$ cat config.mk
export PLATFORM = sky130hd
export DESIGN_NAME = heartbeat_watchdog
export DESIGN_NICKNAME = d
export VERILOG_FILES = /design/src/rtl/heartbeat_watchdog.sv
export SDC_FILE = /design/constraint.sdc
export NUM_CORES = 1
export LEC_CHECK = 0
export BUFFER_PORTS_ARGS = -buffer_cell sky130_fd_sc_hd__buf_2
export CAP_MARGIN = 20
export CORE_MARGIN = 3
export CORE_UTILIZATION = 50
export DETAILED_ROUTE_END_ITERATION = 10
export MAX_ROUTING_LAYER = met4
export PLACE_DENSITY = 0.77
export SYNTH_ARGS = -nofsm -noshare
export SYNTH_HDL_FRONTEND = slang
export SYNTH_SLANG_ARGS = --single-unit
export TNS_END_PERCENT = 100
$ cat constraint.sdc
create_clock -name clk -period 1.93 [get_ports clk]
set_input_delay 0.2895 -clock clk [delete_from_list [all_inputs] [get_ports clk]]
set_output_delay 0.2895 -clock clk [all_outputs]
set_load 0.01 [all_outputs]
$ cat src/rtl/heartbeat_watchdog.sv
// Watchdog for a microcontroller heartbeat pin, with a 1-cycle error pulse per fault; pin-to-edge latency 3 cycles.
// No backpressure; optional early-heartbeat window check when WATCHDOG_WINDOW_EN is defined.
module heartbeat_watchdog #(
    parameter logic [23:0] TIMEOUT_CYCLES = 24'd5000000,
    parameter logic [23:0] GRACE_CYCLES   = 24'd1000000,
    parameter logic [23:0] RESP_CYCLES    = 24'd1000,
    parameter logic [23:0] MIN_CYCLES     = 24'd1000
) (
    input  logic       clk,
    input  logic       reset,
    input  logic       heartbeat,
    input  logic       resetuC,
    output logic       error,
    output logic       alive,
    output logic [7:0] fault_count,
    output logic [2:0] state
);

`ifdef WATCHDOG_WINDOW_EN
    localparam bit WINDOW_EN = 1'b1;
`else
    localparam bit WINDOW_EN = 1'b0;
`endif

    typedef enum logic [2:0] {
        S_GRACE    = 3'd0,
        S_ARMED    = 3'd1,
        S_FAULT    = 3'd2,
        S_WAIT_ACK = 3'd3,
        S_HOLD     = 3'd4
    } state_t;

    state_t      state_q, state_d;
    logic [23:0] cnt_q, cnt_d;
    logic        hb_s1_q, hb_s2_q, hb_prev_q;
    logic        rst_s1_q, rst_s2_q;
    logic        error_q, alive_q;
    logic [7:0]  fault_cnt_q;
    logic        hb_edge;

    assign hb_edge = hb_s2_q ^ hb_prev_q;

    always_comb begin
        state_d = state_q;
        cnt_d   = cnt_q + 24'd1;
        if (!rst_s2_q) begin
            state_d = S_HOLD;
        end else begin
            case (state_q)
                S_GRACE: begin
                    if (cnt_q == GRACE_CYCLES - 24'd1) state_d = S_ARMED;
                end
                S_ARMED: begin
                    // A heartbeat edge beats a simultaneous timeout.
                    if (hb_edge) begin
                        if (WINDOW_EN && (cnt_q < MIN_CYCLES - 24'd1)) state_d = S_FAULT;
                        else                                           cnt_d   = '0;
                    end else if (cnt_q == TIMEOUT_CYCLES - 24'd1) begin
                        state_d = S_FAULT;
                    end
                end
                S_FAULT: state_d = S_WAIT_ACK;
                S_WAIT_ACK: begin
                    if (cnt_q == RESP_CYCLES - 24'd1) state_d = S_FAULT;
                end
                S_HOLD:  state_d = S_GRACE;
                default: state_d = S_GRACE;
            endcase
        end
        if ((state_d != state_q) || (state_d == S_HOLD)) cnt_d = '0;
    end

    always_ff @(posedge clk or negedge reset) begin
        if (!reset) begin
            hb_s1_q     <= 1'b0;
            hb_s2_q     <= 1'b0;
            hb_prev_q   <= 1'b0;
            rst_s1_q    <= 1'b1;
            rst_s2_q    <= 1'b1;
            state_q     <= S_GRACE;
            cnt_q       <= '0;
            error_q     <= 1'b0;
            alive_q     <= 1'b0;
            fault_cnt_q <= '0;
        end else begin
            hb_s1_q   <= heartbeat;
            hb_s2_q   <= hb_s1_q;
            hb_prev_q <= hb_s2_q;
            rst_s1_q  <= resetuC;
            rst_s2_q  <= rst_s1_q;
            state_q   <= state_d;
            cnt_q     <= cnt_d;
            error_q   <= (state_d == S_FAULT);
            alive_q   <= (state_d == S_ARMED);
            if ((state_q == S_FAULT) && (fault_cnt_q != 8'hFF))
                fault_cnt_q <= fault_cnt_q + 8'd1;
        end
    end

    assign error       = error_q;
    assign alive       = alive_q;
    assign fault_count = fault_cnt_q;
    assign state       = state_q;

endmodule
==> qor.yml <==
clock_network:
  cts_root_buffer: "clkbuf_8"
  cts_made_buffers: 5
  holdBufCountCts: 0
  clock_latency_ns: 0.30
  clk_path_buf_depth: 2
  clk_pin_slew_ns: 0.08
  clkSinkCount: 42
  cts_tree: "yes"
  htreeDepth: 2
sta:
  max_slew.worst_pin.slew_ns: 0.5277
  tns_ns: -0.04884
  finalCritPeriodShare_pct: 102.5
  fmax_ghz: 0.5053
  relSlewSlack_pct: 64.82
  worst_slack_ns: -0.04884
  clock_skew_ns: 0.005779
  fin_crit_ns: 1.979
  finalHoldViolCount: 0
  slew_violations: 0
  rsz0062_at_grt: "yes"
  final-setup-viol-count: 1
synth:
  synth_area_leaders: "dfrtp_1 47%, xor2_1 4.5%, nor4_1 3.8%, nand3_1 3.3%, xnor2_1 3.3%"
  ys_seq_elements: 42
  syn_area_per_cell_um2: 10.32
  yosysWarningCount: 0
  ys_types: 39
  synth_top_area_cell: "dfrtp_1"
  netlist_instances: 207
  ys_seq_area_share_pct: 49.33
  synth.cell_area_mm2: 0.002136
  synth_top_area_share_pct: 46.87
  synth_nets: 213
setup_path:
  end_kind: "flop"
  crit_type: "reg2reg"
  required_ns: 2.13
  cp_max_fo: 12
  worst_setup_path_start_kind: "flop"
  cp_cell_sequence: "ha_4 > nand2_4 > or4_4 > or4_4 > a211oi_4"
  path_buf_inv: 0
  crit_family: "simple AND/OR/NAND/NOR gates"
  worst_ep_arrival_time_ns: 2.18
  cpMaxStageDelayCell: "or4_4"
  crit_top_cell: "or4_4"
  critPathMaxStageDelay_ns: 0.49
pwr:
  p_leak_nw: 1.120
  peakVddDrop_mv: 0.4015
  powerDensity_mw_per_mm2: 551.5
global_route:
  grt_pass1_wl_um: 8211
  antenna_found_initial: 0
  grt_pass1_vias: 1740
  grt_remaining_overflow: 0
  grt_usage_pct: 21.09
  grt_max_degree: 43
die:
  die_y_um: 71.36
  die_area_mm2: 0.005092
  initial_utilization_pct: 52.64
  ios: 17
  core_area_mm2: 0.004058
  die_w_um: 71.36
  rows: 23
route:
  dr.pass1.iters: 4
  wirelength_um: 4894
  drtAntennaViolNets: 0
  drc_errors: 0
  routedWlPerCell_um: 15.94
  routed-via-count: 1827
  viasPerCell: 5.951
  drt_iter0_drc: 120
cells_and_area:
  layout_common_cells: "40 x dfrtp_1, 31 x buf_4, 16 x buf_2, 13 x nand3_1, 11 x xor2_1"
  fin_cells: 307
  diodes: 0
  drive_gt1_share_pct: 33.07
  final_common_cell: "dfrtp_1"
  final_nets: 262
  area_growth_pct: 27.59
place:
  hpwlAfterDp_um: 3468
  dp_cells: 298
  gp_congestion: 0.8574
  portBuffers: 16
outcome:
  violations: "negative setup slack"
  status: "complete, but fails checks"
job:
  cap_violations: 0
min_path:
  hold_path_class: "in2async"
==> worst register-to-register path, stage by stage, from the launching register on <==
cell      delay, ns
dfrtp_1        0.41
ha_4           0.19
nand2_4        0.06
or4_4          0.49
or4_4          0.47
a211oi_4       0.27
==> where the power goes <==
group          internal (W)  total [W]  switching [W]
Clock              0.000255   0.000553       0.000298
Sequential         0.000889   0.000894     0.00000524
Combinational     0.0000169  0.0000561      0.0000392
==> cell families (layout without fill, tap and decap cells) <==
kind of cell / count (synthesis) / after routing / share of synthesized area, %
AO/OA/AOI/OAI: 32 / 32 / 11.89
XOR/XNOR: 19 / 19 / 7.791
adder cells (fa/ha/maj): 2 / 2 / 1.171
buffers and inverters: 15 / 65 / 2.929
flip-flops: 42 / 42 / 49.33
multiplexers: 1 / 1 / 0.5272
AND/OR/NAND/NOR: 96 / 96 / 26.36
==> flip-flops by register name, indices dropped and copies added (netlist names) <==
register,cells
hb_prev_q,1
fault_count,8
hb_s2_q,1
rst_s2_q,1
cnt_q,24
alive,1
hb_s1_q,1
error,1
state,3
rst_s1_q,1
==> per-layer routing <==
layer	vias up	part of all wire, %	global-route usage, %
met1	898	43	26.48
met4	0	2.2	9.395
met2	34	51	32.35
li1	883	-	-
met3	12	4.2	5.189
met5	-	0	-
==> cells in the mapped netlist <==
library cell	instances
o31ai_1	9
nand3_1	14
xnor2_1	8
dfrtp_1	40
or3b_1	1
nor4_1	13
nor2_1	8
a211oi_1	8
nor3b_1	2
nand4_1	8
o41ai_1	1
and4_1	1
a31oi_1	1
or2_1	2
nor2b_1	3
o21a_1	1
nand3_2	1
clkbuf_1	3
ha_1	2
mux2_2	1
a2111oi_0	1
nor4_2	1
nand2b_1	1
o311ai_1	1
a211oi_2	4
o21ai_0	4
nor4b_1	3
or3_1	4
o21ai_1	1
o41a_1	1
inv_1	7
buf_2	5
and3_1	4
dfstp_2	2
nand2_1	10
or4_1	9
nor3_1	9
xor2_1	11
and2_1	2
==> repair_timing <==
action / in CTS / in global routing
buffers inserted: 0 / 1
resized for setup: 3 / 16
endpoints found under the setup margin: 5 / 28
pin swaps: 0 / 6
==> cell type report <==
cell class,instances,area [um^2]
fill,300,1333
multi-input combinational,150,1141
sequential,42,1054
timing repair buffer,50,355.3
clock buffer,6,72.57
tap,50,62.56
inverter,7,26.28
clock inverter,2,13.76
==> final timing paths <==
check                              startpoint                   to  slack [ns]  cells after the start
min reg2reg                rst_s1_q$_DFF_PN1_   rst_s2_q$_DFF_PN1_        0.36                      0
max reg2reg                cnt_q[1]$_DFF_PN0_  cnt_q[20]$_DFF_PN0_       -0.05                      5
max in group asynchronous               reset   rst_s1_q$_DFF_PN1_        1.51                      2
min                                     reset  cnt_q[19]$_DFF_PN0_        0.05                      2
min in group clk                      resetuC   rst_s1_q$_DFF_PN1_        0.08                      1
max                        cnt_q[1]$_DFF_PN0_  cnt_q[20]$_DFF_PN0_       -0.05                      5
==> metrics by stage <==
step | hold WS [ns] | setup slack [ns] | cell area [um^2] | power, W | utilization [%]
global route | 0.07276 | -0.09989 | 2725 | 0.001553 | 67.16
global placement | 0.3424 | 0.04564 | 2539 | 0.0009627 | 62.57
floorplan | -0.006091 | -0.02243 | 2176 | 0.0009295 | -
CTS | 0.07482 | 0.007540 | 2638 | 0.001510 | 65.00
finish | 0.04724 | -0.04884 | 2725 | 0.001503 | 67.16
detailed placement | 0.3491 | -0.02828 | 2539 | 0.0009649 | 62.57
Power figures use the tool's default switching activity.
